**src/rtl/alu_seq.sv**
```systemverilog
// Handshaked sequential ALU: registered results, valid/ready on both sides,
// shift-add multiply over WIDTH cycles. Define ALU_SEQ_LTU_EN to enable op 7 (unsigned less-than).
module alu_seq #(
  parameter int unsigned WIDTH = 32
) (
  input  logic             clk,
  input  logic             rst,
  input  logic             in_valid,
  output logic             in_ready,
  input  logic [WIDTH-1:0] in0,
  input  logic [WIDTH-1:0] in1,
  input  logic [2:0]       op_select,
  output logic             out_valid,
  input  logic             out_ready,
  output logic [WIDTH-1:0] out_data
);

  localparam int unsigned   CW   = (WIDTH > 1) ? $clog2(WIDTH) : 1;
  localparam logic [CW-1:0] LAST = CW'(WIDTH - 1);

  typedef enum logic [1:0] {
    S_IDLE,
    S_MUL,
    S_DONE
  } state_t;

  state_t r_state;
  state_t w_state_next;

  logic             w_accept;
  logic             w_is_mul;
  logic             w_mul_last;
  logic [WIDTH-1:0] w_result;
  logic [WIDTH-1:0] w_acc_next;
  logic [WIDTH-1:0] r_mcand;
  logic [WIDTH-1:0] r_mplier;
  logic [WIDTH-1:0] r_acc;
  logic [WIDTH-1:0] r_out_data;
  logic [CW-1:0]    r_cnt;

  // A DONE result can be replaced in the same cycle it is consumed.
  assign in_ready   = !rst && ((r_state == S_IDLE) || ((r_state == S_DONE) && out_ready));
  assign w_accept   = in_valid && in_ready;
  assign w_is_mul   = (op_select == 3'd5);
  assign w_mul_last = (r_cnt == LAST);
  assign w_acc_next = r_mplier[0] ? (r_acc + r_mcand) : r_acc;
  assign out_valid  = (r_state == S_DONE);
  assign out_data   = r_out_data;

  always_comb begin
    w_result = '0;
    case (op_select)
      3'd0: w_result = in0 | in1;
      3'd1: w_result = in0 & in1;
      3'd2: w_result = in0 ^ in1;
      3'd3: w_result = in0 + in1;
      3'd4: w_result = in0 - in1;
      3'd6: w_result = {{(WIDTH-1){1'b0}}, (in0 != in1)};
`ifdef ALU_SEQ_LTU_EN
      3'd7: w_result = {{(WIDTH-1){1'b0}}, (in0 < in1)};
`else
      3'd7: w_result = '0;
`endif
      default: w_result = '0;
    endcase
  end

  always_ff @(posedge clk) begin
    if (rst) r_state <= S_IDLE;
    else     r_state <= w_state_next;
  end

  always_comb begin
    w_state_next = r_state;
    case (r_state)
      S_IDLE: begin
        if (w_accept) w_state_next = w_is_mul ? S_MUL : S_DONE;
      end
      S_MUL: begin
        if (w_mul_last) w_state_next = S_DONE;
      end
      S_DONE: begin
        if (w_accept)       w_state_next = w_is_mul ? S_MUL : S_DONE;
        else if (out_ready) w_state_next = S_IDLE;
      end
      default: w_state_next = S_IDLE;
    endcase
  end

  always_ff @(posedge clk) begin
    if (rst) begin
      r_out_data <= '0;
      r_acc      <= '0;
      r_cnt      <= '0;
      r_mcand    <= '0;
      r_mplier   <= '0;
    end else if (w_accept) begin
      if (w_is_mul) begin
        r_mcand  <= in0;
        r_mplier <= in1;
        r_acc    <= '0;
        r_cnt    <= '0;
      end else begin
        r_out_data <= w_result;
      end
    end else if (r_state == S_MUL) begin
      r_acc    <= w_acc_next;
      r_mcand  <= r_mcand << 1;
      r_mplier <= r_mplier >> 1;
      r_cnt    <= r_cnt + CW'(1);
      if (w_mul_last) r_out_data <= w_acc_next;
    end
  end

endmodule
```
**config.mk**
```make
export PLATFORM = sky130hd
export DESIGN_NAME = alu_seq
export DESIGN_NICKNAME = d
export VERILOG_FILES = /design/src/rtl/alu_seq.sv
export SDC_FILE = /design/constraint.sdc
export NUM_CORES = 1
export LEC_CHECK = 0
export CAP_MARGIN = 20
export CELL_PAD_IN_SITES_DETAIL_PLACEMENT = 1
export CELL_PAD_IN_SITES_GLOBAL_PLACEMENT = 2
export CORE_MARGIN = 2
export CORE_UTILIZATION = 30
export DETAILED_ROUTE_END_ITERATION = 8
export PLACE_DENSITY = 0.88
export SLEW_MARGIN = 20
export SYNTH_ARGS = -nofsm -noshare
export SYNTH_HDL_FRONTEND = slang
export SYNTH_SLANG_ARGS = --single-unit
```
**constraint.sdc**
```tcl
create_clock -name clk -period 2.9 [get_ports clk]
set_input_delay 0.29 -clock clk [delete_from_list [all_inputs] [get_ports clk]]
set_output_delay 0.29 -clock clk [all_outputs]
set_load 0.1 [all_outputs]
```
# --- Word-level counts from Yosys, hierarchy flattened ---
# Index checks and enable logic that the tools add are counted.
# Widths: inputs -> output; s select.
word_totals:
  ff_bits: 135
  input_bits: 71
  out_inout_bits: 34
  word_cells: 64
op_classes:
  add_sub_neg: 4
  n_eq_ne: 15
  mux: 24
  bitwise_logic: 3
  reduce_logical: 12
op_table:
  columns: ["op", "count"]
  rows:
  - ["$mux 32", 14]
  - ["$pmux 32 s6", 1]
  - ["$add 32x32->32", 2]
  - ["$and 32x32->32", 1]
  - ["$ne 32x32->1", 1]
  - ["$or 32x32->32", 1]
  - ["$sub 32x32->32", 1]
  - ["$xor 32x32->32", 1]
  - ["$mux 5", 3]
  - ["$mux 2", 5]
  - ["$eq 3x3->1 const B", 3]
  - ["$eq 3x2->1 const B", 2]
  - ["$ne 2x2->1 const B", 3]
  - ["$pmux 2 s3", 1]
  - ["$reduce_and 3->1", 2]
  - ["$add 5x1->5 const B", 1]
  - ["$eq 5x5->1 const B", 1]
  - ["$reduce_bool 2->1", 2]
  - ["$eq 3x1->1 const B", 1]
  - ["$logic_and 1x1->1", 3]
  - ["$logic_not 3->1", 1]
  - ["$ne 3x1->1 const B", 1]
  - ["$eq 2x1->1 const B", 1]
  - ["$eq 2x2->1 const B", 1]
  - ["5 further kinds", 5]

# --- Depth between registers and ports, before layout ---
# Gate-level depths: netlist (run 1).
depth:
  ltp_word: 7
  depth_mapped: 13
  ltp_nobuf: 13

# --- Least setup slack after synthesis (run 1) ---
# OpenSTA, ideal clock, no wires.
synth_timing:
  kind: "input-to-reg"
  from: "in out_ready"
  to: "reg r_mcand[29]"
  setup_time_ns: 0.091
  t_arrival_ns: 4.330
  required_time_ns: 2.809
  slack_ns: -1.521
  stages: 10
  path_buffers: 3
  cell_sequence: "inv_1 -> a211oi_1 -> and2_1 -> buf_2 -> nand3_1 -> nand2_1 -> clkbuf_1 -> buf_2 -> nor2_1 -> a311oi_1"
synth_between:
  elab_chain_len: 6
  word_cells_on_any_way: 8
  cone_classes: "eq/ne (1); mux (1); reduce/logical (6)"
synth_rtl:
  columns: ["element", "line", "source"]
  rows:
  - ["start, declared", "14", "input logic out_ready,"]
  - ["$logic_and 1x1->1 (*)", "42", "assign in_ready = !rst && ((r_state == S_IDLE) || ((r_state == S_DONE) && out_ready));"]
  - ["$logic_or 1x1->1 (*)", "42", null]
  - ["$logic_and 1x1->1 (*)", "42", null]
  - ["named net in_ready", "9", "output logic in_ready,"]
  - ["$logic_and 1x1->1 (*)", "43", "assign w_accept = in_valid && in_ready;"]
  - ["$ne 2x1->1 (no source line) or $reduce_bool 2->1 (tied branches)", null, null]
  - ["$reduce_and 2->1 (no source line)", null, null]
  - ["end signal, assigned", "99", "r_mcand <= in0;"]
  - ["end signal, assigned", "108", "r_mcand <= r_mcand << 1;"]
  - ["end, declared", "35", "logic [WIDTH-1:0] r_mcand;"]
# Mark *: on every way through the listed nets, which the timed path passes. The rest lies on a longest branch.
# A chain may end at the register's enable or synchronous reset.

# --- Final worst setup path (run 1) ---
layout_timing:
  from: "in in0[0]"
  to: "reg r_out_data[30] (netlist: out_data[30])"
layout_between:
  elab_chain_len: 4
  word_cells_on_any_way: 5
  cone_classes: "add/sub (2); mux (3)"
layout_rtl:
  columns: ["element", "line", "source"]
  rows:
  - ["start, declared", "10", "input logic [WIDTH-1:0] in0,"]
  - ["$sub 32x32->32 or $add 32x32->32 (tied branches)", "57, 56", null]
  - ["$pmux 32 s6 (*)", "52", "case (op_select)"]
  - ["$mux 32 (*)", "98", "if (w_is_mul) begin"]
  - ["$mux 32 (*)", "97", "end else if (w_accept) begin"]
  - ["end signal, assigned", "104", "r_out_data <= w_result;"]
  - ["end signal, assigned", "111", "if (w_mul_last) r_out_data <= w_acc_next;"]
  - ["end, declared", "38", "logic [WIDTH-1:0] r_out_data;"]
# Mark *: on every way between the ends. The rest lies on a longest branch, timed or not. The select of a mux whose other input is x is not followed.

==> metrics, run 1 <==
min cycle time layout 3.02 ns; GR Util met2 48.0%; FF+latch count, synth 135; WL/cell 22.5 µm; placement row count 75; crit start category primary input; Worst Hold Depth 4; CTS buffer count 17; nets@finish 2,462; most frequent cells in the layout buf_4 (446), nand2_1 (272), nor2_1 (222); CTS clk-pin slew, worst paths 0.07 ns; Synth async-reset ratio 0%; worst hold slack 0.237 ns; Bufs on Longest Clock Path 2; Placer Congestion 0.944; fraction of layout cells with a size suffix above 1 29.3%; initial DRC count 976; vias in the first global route 16,516; first-pass GRT wire length 96,100 µm; CP endpoint kind flip-flop; CP max stage delay 0.41 ns; later-pin clock latency in the skew report 0.49 ns; CP arrival 3.38 ns; syn_area_per_cell 7.07 µm²; sequential share of the synthesized area 20.9%; CP delay by family, top compound AO/OA/AOI/OAI gates; maximum number of pins on one net before global-route repair 137; VDD IR-drop max 0.327 mV; CTS tree done; Final Slew Violations 0; Levels on crit path 15; antenna cells 0; Crit-path slowest cell o41a_1; Syn. warnings 0; share of the synthesized area in the top cell type 20.9%; met3 Usage GRT 2.92%; Synth area leaders dfxtp_1 (21%), ha_1 (13%), nand2_1 (8.1%); drt total wl 63,200 µm; violated checks setup timing; Final Instance Area 0.0188 mm²; Clock Skew 0.0143 ns; commonest non-fill, non-tap cell in the layout buf_4; f_max 332 MHz; Critical Path RT 3.27 ns; HP Class in2reg; Final setup viols 5; Area Growth Syn to Fin 45.5%; CTS H-tree lvls 4; worst-case reg-to-reg path depth 12; crit path buf inv count 3; Initial Util 30.6%; initial antenna violation count 0; # DRC 0; Clock Tree Root clkbuf_16; Synth Instances 1,826; RSZ-0062 raised after global routing yes; grt ovf 0; first drt pass iteration count 5; gr busiest metal met2; dpl cell area 0.0172 mm²; post-synthesis instance area 0.0129 mm²; Via Count 15,802; CTS sink count 135; setup slack after layout -0.116 ns; leakage power 8.02 nW; fin crit share 104%; Synth area leader dfxtp_1; I/O Buffers 104; HPWL after DPL 48,800 µm; Finished Layout Cells 2,802; Die Ht 211 µm; die area 0.0447 mm²; Std-Cell Core Area 0.0422 mm²; # Max-Cap Violations 0; crit path cell chain clkbuf_4 > inv_1 > ha_2 > fa_2 > o21ba_4 > nor4_4 > nor4b_4 > nor2_4 > a221oi_4 > buf_6 > o41a_1 > nor2_1 > o31a_1 > o21ai_0 > a221o_1; ANT nets after route 0; Worst R2R Setup Slack -0.06 ns; critical setup path kind in2reg; Ports 105; Max-slew headroom 50.7%; CP max FO 4; die width 211 µm; pwr dens 376 mW/mm²; Post-synth EDFFs 0; Mapped Nets 2,038; final hold violation count 0; status finished, violations left; Total GRT Usage 28.1%; met1 GRT Util 35.4%; Netlist cell types 84; Post-Place Cells 2,746; vias per cell 5.64; worst slew pin tran 0.740 ns; Top FF cell, synth dfxtp_1
[timing repair]
action,4_1_cts,5_1_grt
buffers inserted,11,17
hold buffers,0,0
pin swaps,28,48
gates resized for setup,69,141
endpoints found under the setup margin,33,31
[path summary, 6_finish.rpt]
kind	start	end
min	in1[2]	r_mplier[2]
max	in0[0]	out_data[30]
max reg2reg	r_mcand[0]	out_data[30]
min reg2reg	out_data[6]	out_data[6]
[layer usage]
layer	part of all wire, %	wire length [µm]
met1	44	27500
met2	48	30300
met3	4.0	2520
met4	4.5	2830
met5	0	0
[cell type report]
type	count	area, µm²
fill	5217	23500
multi-input combinational	1456	10100
timing repair buffer	531	4280
sequential	135	2710
tap	539	674
clock buffer	17	425
inverter	109	412
clock inverter	15	133
[cell families after synthesis]
family | after synthesis | synth area share, %
adder cells (fa/ha/maj) | 141 | 13.8
XOR/XNOR | 40 | 2.71
buffers and inverters | 235 | 7.11
AO/OA/AOI/OAI | 593 | 31.5
flip-flops | 135 | 20.9
multiplexers | 22 | 1.75
AND/OR/NAND/NOR | 660 | 22.1
[synth_stat cells, types with 24 or more instances]
cell,instances
a211oi_1,24
inv_1,105
nand2_1,277
a21oi_1,162
a311oi_1,76
nand3_1,35
nor2_1,224
clkbuf_1,103
xnor2_1,29
nor3_1,33
a22oi_1,26
o21ai_0,93
ha_1,138
dfxtp_1,135
[worst min-delay path, delay by kind of cell]
family	cells	cell delay, ns
simple gates	1	0.05
compound gates	1	0.08
buf+inv	2	0.26
[registers in the layout (all words and copies together), names as in the netlist]
name / count
out_data: 32
r_acc: 32
r_cnt: 5
r_mcand: 32
r_mplier: 32
r_state: 2
[report_power, final]
group / internal (mW) / leakage (nW) / switching, mW
clock network: 1.13 / 0.277 / 1.08
registers: 1.94 / 1.10 / 0.0714
logic: 1.15 / 6.64 / 1.70
[stage by stage]
| step | power (mW) | util (%) | TNS (ns) | setup WS, ns |
|---|---|---|---|---|
| 4_1_cts | 6.94 | 42.9 | -0.592 | -0.105 |
| 3_3_place_gp | 4.59 | 40.7 | -19.69 | -0.917 |
| 6_report | 7.07 | 44.5 | -0.201 | -0.116 |
| 5_1_grt | 7.41 | 44.5 | -1.53 | -0.183 |
| 2_1_floorplan | 3.40 | - | -0.0190 | -0.0173 |
| 3_5_place_dp | 4.64 | 40.7 | -22.33 | -1.00 |
(Power assumes the default switching activity.)
==> run 2, diff against run 1 <==
--- a/config.mk
+++ b/config.mk
@@ -12,7 +12,7 @@
 export CORE_UTILIZATION = 30
 export DETAILED_ROUTE_END_ITERATION = 8
 export PLACE_DENSITY = 0.88
-export SLEW_MARGIN = 20
+export SLEW_MARGIN = 5
 export SYNTH_ARGS = -nofsm -noshare
 export SYNTH_HDL_FRONTEND = slang
 export SYNTH_SLANG_ARGS = --single-unit
==> results of run 2 <==
Same layout as run 1: the final DEF is identical, and so are final timing and power.
==> variant (settings of run 2) <==
The parameter `WIDTH` goes from 32 to 64.
--- a/src/rtl/alu_seq.sv
+++ b/src/rtl/alu_seq.sv
@@ -3,3 +3,3 @@
 module alu_seq #(
-  parameter int unsigned WIDTH = 32
+  parameter int unsigned WIDTH = 64
 ) (
Interface: changed (resized in0, in1 and out_data); port bits go from 105 to 201. No check against the original RTL was run, so the function may have changed too.
==> variant against run 2 <==
- global-route usage increased by 6.1 points
- utilization increased by 4.3 points
- setup slack got worse by 1.0 ns
- routed wire length increased to 2.9 times the old value
- non-clock buffer count increased by 873
- power increased by 120%
- first-iteration DRC count increased to 5.3 times the old value
- clock skew increased by 0.031 ns
- synthesized cell count increased by 110%
- critical endpoint is now out_data[55]
- sequential cell count increased by 129
- cell area increased by 130%
- the run still ends with negative setup slack left
- synthesized area increased by 110%
==> variant: results <==
metrics = {
    "timing": {
        "layout_setup_ws_ns": -1.12,
        "fin_skew_ns": 0.0455,
        "whs_ns": 0.180,
        "setup_viol": 110,
    },
    "grt": {
        "grt_use_total": 0.343,
    },
    "setup_path": {
        "slowest_delay_ns": 1.02,
        "critPathKind": "reg2reg",
        "critPathMaxFanout": 6,
        "r2r_cells": 14,
    },
    "clocking": {
        "clk_path_buf_depth": 3,
        "post_cts_buffers": 89,
        "clk_latency_ns": 0.63,
        "postCtsResizedCells": 549,
    },
    "worst_hold_path": {
        "hp-start": "in1[23]",
        "hold_depth": 3,
    },
    "power_and_ir_drop": {
        "share_comb_of_total_power": 0.427,
        "peakVddDrop_v": 0.000291,
    },
    "cells_and_area": {
        "fill_cells": 10700,
        "layout-drive-gt1-share": 0.381,
        "fin_nets": 5423,
    },
    "place": {
        "dpl.hpwl_mm": 114,
        "port_buffers": 200,
        "placed_area_sq_um": 38000,
    },
    "drt": {
        "routed_wl_mm": 181,
        "vias": 39900,
    },
    "status": {
        "status": "finished, violations left",
        "violations": "negative setup slack",
    },
    "synthesis": {
        "ys_seq_area_frac": 0.198,
        "ys_top_cells_by_count": "nand2_1, nor2_1, a21oi_1",
    },
}
-- variant: cell families after synthesis --
group / after synthesis / synth area share
xor+xnor: 70 / 0.0229
fa+ha+maj: 276 / 0.130
compound gates: 1312 / 0.334
flops: 264 / 0.198
mux: 48 / 0.0183
buf+inv: 506 / 0.0724
simple gates: 1379 / 0.224
-- variant: cell type report --
type | instances | area, sq um | area share
diodes | 5 | 12.5 | 0.000290
clock buffers | 44 | 961 | 0.0223
clock inverters | 19 | 256 | 0.00595
inverters | 221 | 851 | 0.0197
multi-input cells | 3085 | 22900 | 0.531
flip-flops and latches | 264 | 5320 | 0.123
well taps | 1165 | 1460 | 0.0338
repair buffers | 1404 | 11400 | 0.264
-- variant: per-layer routing --
metal | global-route usage | vias up | routed length, um
met5 | 0 | - | 98
met4 | 0.197 | 16 | 15400
met3 | 0.0971 | 1213 | 23300
met2 | 0.538 | 3128 | 76500
met1 | 0.419 | 19300 | 65900
li1 | - | 16200 | -
